===== src/rtl/pll_seq_pkg.sv =====
// Shared types, default timing and helpers for the PLL reset sequencer.
package pll_seq_pkg;

  typedef enum logic [2:0] {
    WAIT_LOCK = 3'd0,
    STABILIZE = 3'd1,
    HOLD_SYS  = 3'd2,
    HOLD_CPU  = 3'd3,
    RUN       = 3'd4
  } seq_state_t;

  localparam int unsigned DEF_LOCK_STABLE = 1024;
  localparam int unsigned DEF_SYS_HOLD    = 256;
  localparam int unsigned DEF_CPU_HOLD    = 4096;
  localparam int unsigned DEF_CE_DIV      = 5;
  localparam int unsigned DEF_CE_SUB      = 4;
  localparam int unsigned DEF_SYNC_STAGES = 2;

  // Bits needed to hold 0..max(a,b,c)-1, never less than one bit.
  function automatic int unsigned cnt_width(input int unsigned a,
                                            input int unsigned b,
                                            input int unsigned c);
    int unsigned m;
    m = a;
    if (b > m) m = b;
    if (c > m) m = c;
    return (m < 2) ? 1 : $clog2(m);
  endfunction

endpackage


===== src/rtl/ce_divider.sv =====
// Clock-enable generator: ce_32m every CE_DIV cycles, ce_8m on every
// CE_SUB-th ce_32m. i_en is the value sys_reset_n takes on the coming edge,
// so the strobes drop on the same edge as sys_reset_n.
module ce_divider
  import pll_seq_pkg::*;
#(
  parameter int unsigned CE_DIV = DEF_CE_DIV,
  parameter int unsigned CE_SUB = DEF_CE_SUB
) (
  input  logic clk,
  input  logic reset_n,
  input  logic i_en,
  output logic o_ce_32m,
  output logic o_ce_8m
);

  localparam int unsigned DW = cnt_width(CE_DIV, 1, 1);
  localparam int unsigned SW = cnt_width(CE_SUB, 1, 1);
  localparam logic [DW-1:0] DIV_LAST = DW'(CE_DIV - 1);
  localparam logic [SW-1:0] SUB_LAST = SW'(CE_SUB - 1);

  logic          r_en_d;
  logic [DW-1:0] r_div;
  logic [SW-1:0] r_sub;
  logic          r_ce_32m;
  logic          r_ce_8m;

  // Divider and sub-divider; counting starts the cycle after release so the
  // first ce_32m lands CE_DIV cycles after sys_reset_n rises.
  always_ff @(posedge clk) begin
    if (!reset_n) begin
      r_en_d   <= 1'b0;
      r_div    <= '0;
      r_sub    <= '0;
      r_ce_32m <= 1'b0;
      r_ce_8m  <= 1'b0;
    end else begin
      r_en_d <= i_en;
      if (!i_en) begin
        r_div    <= '0;
        r_sub    <= '0;
        r_ce_32m <= 1'b0;
        r_ce_8m  <= 1'b0;
      end else if (r_en_d && (r_div == DIV_LAST)) begin
        r_div    <= '0;
        r_ce_32m <= 1'b1;
        if (r_sub == SUB_LAST) begin
          r_sub   <= '0;
          r_ce_8m <= 1'b1;
        end else begin
          r_sub   <= r_sub + 1'b1;
          r_ce_8m <= 1'b0;
        end
      end else begin
        if (r_en_d) r_div <= r_div + 1'b1;
        r_ce_32m <= 1'b0;
        r_ce_8m  <= 1'b0;
      end
    end
  end

  assign o_ce_32m = r_ce_32m;
  assign o_ce_8m  = r_ce_8m;

endmodule


===== src/rtl/pll_reset_sequencer.sv =====
// PLL lock qualifier and reset sequencer with clock-enable generation.
//
//   state     | meaning
//   ----------+------------------------------------------------------
//   WAIT_LOCK | waiting for synchronised lock; all resets asserted
//   STABILIZE | lock must stay high LOCK_STABLE consecutive cycles
//   HOLD_SYS  | lock qualified; sys_reset_n held low SYS_HOLD cycles
//   HOLD_CPU  | sys released, strobes running; cpu held CPU_HOLD cycles
//   RUN       | everything released; ready high
module pll_reset_sequencer
  import pll_seq_pkg::*;
#(
  parameter int unsigned LOCK_STABLE = DEF_LOCK_STABLE,
  parameter int unsigned SYS_HOLD    = DEF_SYS_HOLD,
  parameter int unsigned CPU_HOLD    = DEF_CPU_HOLD,
  parameter int unsigned CE_DIV      = DEF_CE_DIV,
  parameter int unsigned CE_SUB      = DEF_CE_SUB,
  parameter int unsigned SYNC_STAGES = DEF_SYNC_STAGES
) (
  input  logic       clk,
  input  logic       reset_n,
  input  logic       pll_lock,
  output logic       sys_reset_n,
  output logic       cpu_reset_n,
  output logic       ce_32m,
  output logic       ce_8m,
  output logic       ready,
  output logic [7:0] lock_loss_cnt
);

  localparam int unsigned CW = cnt_width(LOCK_STABLE, SYS_HOLD, CPU_HOLD);
  localparam logic [CW-1:0] STABLE_LAST = CW'(LOCK_STABLE - 1);
  localparam logic [CW-1:0] SYS_LAST    = CW'(SYS_HOLD - 1);
  localparam logic [CW-1:0] CPU_LAST    = CW'(CPU_HOLD - 1);

  logic [SYNC_STAGES-1:0] r_sync;
  logic                   w_lock_s;
  seq_state_t             r_state;
  seq_state_t             w_state_nxt;
  logic [CW-1:0]          r_cnt;
  logic [CW-1:0]          w_cnt_nxt;
  logic                   r_sys_rel;
  logic                   r_cpu_rel;
  logic                   w_sys_rel_nxt;
  logic                   w_cpu_rel_nxt;
  logic                   w_loss;
  logic [7:0]             r_loss_cnt;
  logic                   w_ce_32m;
  logic                   w_ce_8m;

  // Lock synchroniser; SYNC_STAGES must be at least 2.
  always_ff @(posedge clk) begin
    if (!reset_n) r_sync <= '0;
    else          r_sync <= {r_sync[SYNC_STAGES-2:0], pll_lock};
  end

  assign w_lock_s = r_sync[SYNC_STAGES-1];

  // Next state and shared counter; lock loss takes priority over completion.
  always_comb begin
    w_state_nxt = r_state;
    w_cnt_nxt   = '0;
    case (r_state)
      WAIT_LOCK: if (w_lock_s) w_state_nxt = STABILIZE;
      STABILIZE: begin
        if (!w_lock_s)                 w_state_nxt = WAIT_LOCK;
        else if (r_cnt == STABLE_LAST) w_state_nxt = HOLD_SYS;
        else                           w_cnt_nxt   = r_cnt + 1'b1;
      end
      HOLD_SYS: begin
        if (!w_lock_s)              w_state_nxt = WAIT_LOCK;
        else if (r_cnt == SYS_LAST) w_state_nxt = HOLD_CPU;
        else                        w_cnt_nxt   = r_cnt + 1'b1;
      end
      HOLD_CPU: begin
        if (!w_lock_s)              w_state_nxt = WAIT_LOCK;
        else if (r_cnt == CPU_LAST) w_state_nxt = RUN;
        else                        w_cnt_nxt   = r_cnt + 1'b1;
      end
      RUN:     if (!w_lock_s) w_state_nxt = WAIT_LOCK;
      default: w_state_nxt = WAIT_LOCK;
    endcase
  end

  assign w_sys_rel_nxt = (w_state_nxt == HOLD_CPU) || (w_state_nxt == RUN);
  assign w_cpu_rel_nxt = (w_state_nxt == RUN);
  assign w_loss        = (r_state == RUN) && !w_lock_s;

  // State, counter and registered reset outputs.
  always_ff @(posedge clk) begin
    if (!reset_n) begin
      r_state   <= WAIT_LOCK;
      r_cnt     <= '0;
      r_sys_rel <= 1'b0;
      r_cpu_rel <= 1'b0;
    end else begin
      r_state   <= w_state_nxt;
      r_cnt     <= w_cnt_nxt;
      r_sys_rel <= w_sys_rel_nxt;
      r_cpu_rel <= w_cpu_rel_nxt;
    end
  end

  // Saturating count of lock losses seen while running.
  always_ff @(posedge clk) begin
    if (!reset_n)                            r_loss_cnt <= 8'd0;
    else if (w_loss && (r_loss_cnt != 8'hFF)) r_loss_cnt <= r_loss_cnt + 8'd1;
  end

  ce_divider #(
    .CE_DIV (CE_DIV),
    .CE_SUB (CE_SUB)
  ) u_ce_divider (
    .clk      (clk),
    .reset_n  (reset_n),
    .i_en     (w_sys_rel_nxt),
    .o_ce_32m (w_ce_32m),
    .o_ce_8m  (w_ce_8m)
  );

  assign sys_reset_n   = r_sys_rel;
  assign cpu_reset_n   = r_cpu_rel;
  assign ready         = r_cpu_rel;
  assign ce_32m        = w_ce_32m;
  assign ce_8m         = w_ce_8m;
  assign lock_loss_cnt = r_loss_cnt;

endmodule


===== config.mk =====
export PLATFORM = sky130hd
export DESIGN_NAME = pll_reset_sequencer
export DESIGN_NICKNAME = d
export VERILOG_FILES = /design/src/rtl/pll_seq_pkg.sv /design/src/rtl/ce_divider.sv /design/src/rtl/pll_reset_sequencer.sv
export SDC_FILE = /design/constraint.sdc
export NUM_CORES = 1
export LEC_CHECK = 0
export CORE_UTILIZATION = 61
export DETAILED_ROUTE_END_ITERATION = 6
export DONT_BUFFER_PORTS = 1
export PLACE_DENSITY_LB_ADDON = 0.15
export SKIP_CTS_REPAIR_TIMING = 1
export SYNTH_ARGS = -nofsm -noshare
export SYNTH_HDL_FRONTEND = slang
export SYNTH_SLANG_ARGS = --single-unit

===== constraint.sdc =====
create_clock -name clk -period 2.29 [get_ports clk]
set_clock_uncertainty 0.1 [all_clocks]
set_input_delay 0 -clock clk [delete_from_list [all_inputs] [get_ports clk]]
set_output_delay 0 -clock clk [all_outputs]
set_load 0.02 [all_outputs]

# == Yosys cells after proc, flatten, opt, wreduce, memory -nomap -nowiden ==
# Index checks and enable logic that the tools add are counted.
# word_totals
reg_bits,34
latchBits,0
ramBits,0
rom_bits,0
input_bits,3
wordCells,56
mem_count,0
# classes
addsub,4
multipliers,0
div_mod_pow,0
magnitude_cmp,0
eq_ne,12
shift,0
mux,19
bitwise,2
n_reduce_logical,9
# ops
op,count
12-bit two-way mux,6
12-bit case mux with 3 select lines,1
3-bit two-way mux,8
3-bit case mux with 5 select lines,1
12-bit by 1-bit adder with 12-bit output (second input constant),1
12-bit by 10-bit equality test with 1-bit output (second input constant),1
12-bit equality test (second input constant),1
12-bit by 8-bit equality test with 1-bit output (second input constant),1
3-bit by 2-bit equality test with 1-bit output (second input constant),3
3-bit equality test (second input constant),3
8-bit by 1-bit adder with 8-bit output (second input constant),1
8-bit != test (second input constant),1
3-bit by 1-bit adder with 3-bit output (second input constant),1
3-bit by 1-bit equality test with 1-bit output (second input constant),1
1-bit logical AND,3
3-bit zero test,1
3-bit AND reduction,1
3-bit OR reduction,1
2-bit by 1-bit adder with 2-bit output (second input constant),1
2-bit equality test (second input constant),1
1-bit two-way mux,2
2-bit two-way mux,1
1-bit NOT,2
2-bit AND reduction,1
2 further kinds,2

# == Longest topological paths before layout ==
# logic_depth
depth_word,8
mapped_depth,8
ltp_nobuf,6

# == By module ==
# A second synthesis with hierarchy kept.
# hier_totals
hier_cells,172
hier_area_um2,1630.3
# by_module_without_submodules
module,instances,cells_per_inst,area_per_inst_um2
pll_reset_sequencer,1,139,1308.8
ce_divider,1,33,321.6

# == Worst setup path after synthesis ==
# No wires, ideal clock.
# synth_timing
path_type,register -> register
startpoint,register r_cnt[0]
endpoint,register u_ce_divider.r_div[0]
setup_ns,0.092
t_arrival_ns,1.699
t_required_ns,2.098
setup_slack_ns,0.399
stages_incl_launch_ff,7
path_buffers,0
period_less_slack_ns,1.891
path_cell_list,dfxtp_1 > ha_1 > nand3_1 > or4_4 > o221ai_2 > a21oi_2 > nor4_1
# synth_between
elab_chain_len,8
word_cells_on_any_way,15
cone_classes,eq/ne (5); mux (7); bitwise (1); reduce/logical (2)
# synth_rtl
item,line,source
from (decl),pll_reset_sequencer.sv:40,logic [CW-1:0] r_cnt;
from (signal assigned),pll_reset_sequencer.sv:98,r_cnt <= w_cnt_nxt;
12-bit equality test (tied with other cells),pll_reset_sequencer.sv:77,else if (r_cnt == CPU_LAST) w_state_nxt = RUN;
"3-bit two-way mux, on equally long branches","pll_reset_sequencer.sv:77, pll_reset_sequencer.sv:67, pll_reset_sequencer.sv:72",
"3-bit two-way mux, on equally long branches","pll_reset_sequencer.sv:76, pll_reset_sequencer.sv:66, pll_reset_sequencer.sv:71",
3-bit case mux with 5 select lines (*),pll_reset_sequencer.sv:63,case (r_state)
3-bit by 2-bit equality test with 1-bit output / 3-bit equality test (equally long branches),pll_reset_sequencer.sv:85,assign w_sys_rel_nxt = (w_state_nxt == HOLD_CPU) || (w_state_nxt == RUN);
1-bit logical OR (*),pll_reset_sequencer.sv:85,
1-bit NOT (no line) (*),n/a,
3-bit OR reduction (no line) (*),n/a,
to (signal assigned),ce_divider.sv:55,if (r_en_d) r_div <= r_div + 1'b1;
to (decl),ce_divider.sv:23,logic [DW-1:0] r_div;
# Every way passes the cells marked *; elsewhere a longest branch is shown, timed or not.
# A chain may end at the register's enable or synchronous reset.

# == Final worst setup path ==
# Same ends and word-level chain as after synthesis.

==> results.toml <==
[global_route]
antenna_found_initial = 0
gr-total-overflow = 0
grt_max_degree = 15
grtUsageTotal = 0.230
grt_pass1_wl_um = 4600
grt_pass1_vias = 1122

[critical_path]
required_ns = 2.44
slowest_stage = "or4_4"
max_stage_delay_ns = 0.60
regToRegSetupSlack_ns = 0.20
arrival_ns = 2.25
crit_chain = "ha_1 -> nand3_1 -> or4_4 -> o221ai_2 -> a21oi_2 -> nor4_1"
worst-path-max-fanout = 8
worstSetupPathType = "flip-flop to flip-flop"
cp-start-kind = "flip-flop"
cp-end-kind = "flip-flop"

[logic_synthesis]
syn_inst = 172
synthTopCellsByArea = "dfxtp_1 43%, xor2_1 5.0%, xnor2_1 4.5%, ha_1 4.0%, nand3_1 3.8%"
ys_seq_area_frac = 0.435
netlist.area_leader.share = 0.435
synth-edff-count = 0
yosys.area.top_type = "dfxtp_1"
yosysWarnings = 0
synth.most_common_cell = "dfxtp_1"
async_reset_ff_frac = 0
avgSynthCellArea_um2 = 9.11
synthTopCellsByCount = "34 x dfxtp_1, 15 x nor2_1, 12 x nand3_1, 12 x nor3_1"
synthDistinctLibCells = 42
synth_seq_cells = 34
syn_nets = 180
syn_area_mm2 = 0.00157
ys.flop_type = "dfxtp_1"

[sta]
fin_crit_sh = 0.914
rsz0062_at_grt = "no"
setup_viol = 0
max_slew_margin = 0.675
slew_violations = 0
hold_ws_ns = 0.210
tightest_slew_ns = 0.488
fin_crit_ns = 2.09
fin_tns_setup_ns = 0
hold_viol = 0
setup_ws_ns = 0.198
max_freq_ghz = 0.478

[routing]
wl_met1_um = 1280
top_layer = "met4"
via_per_inst = 5.84
drt-total-wl_um = 2760
routedWlPerCell_um = 13.2
num_vias = 1221
drc = 0
drtIter0Drc = 16
wl_met3_um = 105
firstDrtPassIters = 4
wl_met2_um = 1350
antenna_left = 0

[die]
fp.coreArea_mm2 = 0.00232
die_y_um = 52.7
rows = 17
die_w_um = 52.7
start_util = 0.676
die_area_mm2 = 0.00277
ios = 16

[cells_and_area]
fin_nets = 188
postLayoutCoreUtil = 0.734
drive_gt1_frac = 0.116
syn_to_final_growth_pct = 8.63
n_antenna_cell = 0

[placement]
place_ws_ns = 0.211
io_buffers = 0
place_congestion = 0.876
hpwl_um = 1970

[outcome]
status = "completed"

[clock_network]
worstSkewPairLatency_ns = 0.34
clk_path_buf_depth = 2
numClockSinks = 34
clkTransAtPathRegs_ns = 0.10
htreeDepth = 2
cts_buffers = 5
clockRootBuffer = "clkbuf_4"
cts_tree = "yes"

[power_and_ir_drop]
p_per_area_mw_per_mm2 = 567
finalPower_uw = 965
ir_drop_uv = 460
p_leak_uw = 0.000661

[hold_path]
holdCritPathClass = "input pin to flip-flop"

[job]
maxCapViolCount = 0
## path summary, 6_finish.rpt
kind,startpoint,endpoint,depth (start not counted)
min,pll_lock,r_sync[0]$_SDFF_PN0_,2
max reg2reg,r_cnt[0]$_SDFF_PN0_,u_ce_divider.r_div[0]$_SDFFE_PP0P_,6
max,r_cnt[0]$_SDFF_PN0_,u_ce_divider.r_div[0]$_SDFFE_PP0P_,6
min reg2reg,r_sync[0]$_SDFF_PN0_,r_sync[1]$_SDFF_PN0_,1
## flip-flops by register name (all words and copies together), names as in the netlist
| register | flops |
|---|---|
| r_cnt | 12 |
| lock_loss_cnt | 8 |
| r_state | 3 |
| u_ce_divider.r_div | 3 |
| r_sync | 2 |
| u_ce_divider.r_sub | 2 |
| cpu_reset_n | 1 |
| u_ce_divider.o_ce_32m | 1 |
| u_ce_divider.o_ce_8m | 1 |
| u_ce_divider.r_en_d | 1 |
## cell usage in the layout, fill, tap and decap left out, types with 2 or more instances in the layout
cell and count:
dfxtp_1 34, nor2_1 15, nand3_1 12, nor3_1 12
nand2_1 9, xor2_1 9, and2_1 8, xnor2_1 8
inv_1 7, ha_1 5, clkbuf_4 5, buf_4 5
nand4_1 4, o21ai_0 4, and3_1 3, and4_1 3
nor2b_1 3, nor4_1 3, mux2i_1 3, or3_1 2
a21boi_0 2, dlygate4sd3_1 2
## layout make-up
cell class,instances,area [um2]
Fill cell,174,617
Clock inverter,2,12.5
Timing Repair Buffer,7,57.6
Tap cell,28,35.0
Sequential cell,34,681
Multi-Input combinational cell,125,838
Inverter,7,26.3
Clock buffer,6,51.3
## stage by stage
stage	std cells	instance area, um2
after floorplan	172	1570
after global placement	199	1610
after detailed placement	199	1610
after CTS	207	1680
after global routing	209	1700
final	209	1700
## critical path, delay by kind of cell, from the launching register on
kind,cells,cell delay [ns]
and+or+nand+nor,3,1.04
DFF,1,0.38
AOI/OAI and AO/OA,2,0.26
adders and majority gates,1,0.21
## metal layers
metal / GRT usage / up-vias
met5: 0 / -
met1: 0.250 / 570
met3: 0.0841 / 5
met4: 0.0921 / 0
li1: - / 626
met2: 0.399 / 20
## power breakdown
group / total, uW / switching, uW / internal, uW
registers: 595 / 1.77 / 593
logic: 14.4 / 7.72 / 6.65
clock network: 356 / 209 / 147
## kinds of logic (layout without fill, tap and decap cells)
group           Yosys count  after routing  share of synthesized area
flops                    34             34                      0.435
buf+inv                  13             22                     0.0343
fa+ha+maj                 5              5                     0.0399
simple gates             82             82                      0.286
compound gates           18             18                     0.0911
xor+xnor                 17             17                     0.0951
mux                       3              3                     0.0192
Power figures use the tool's default switching activity.
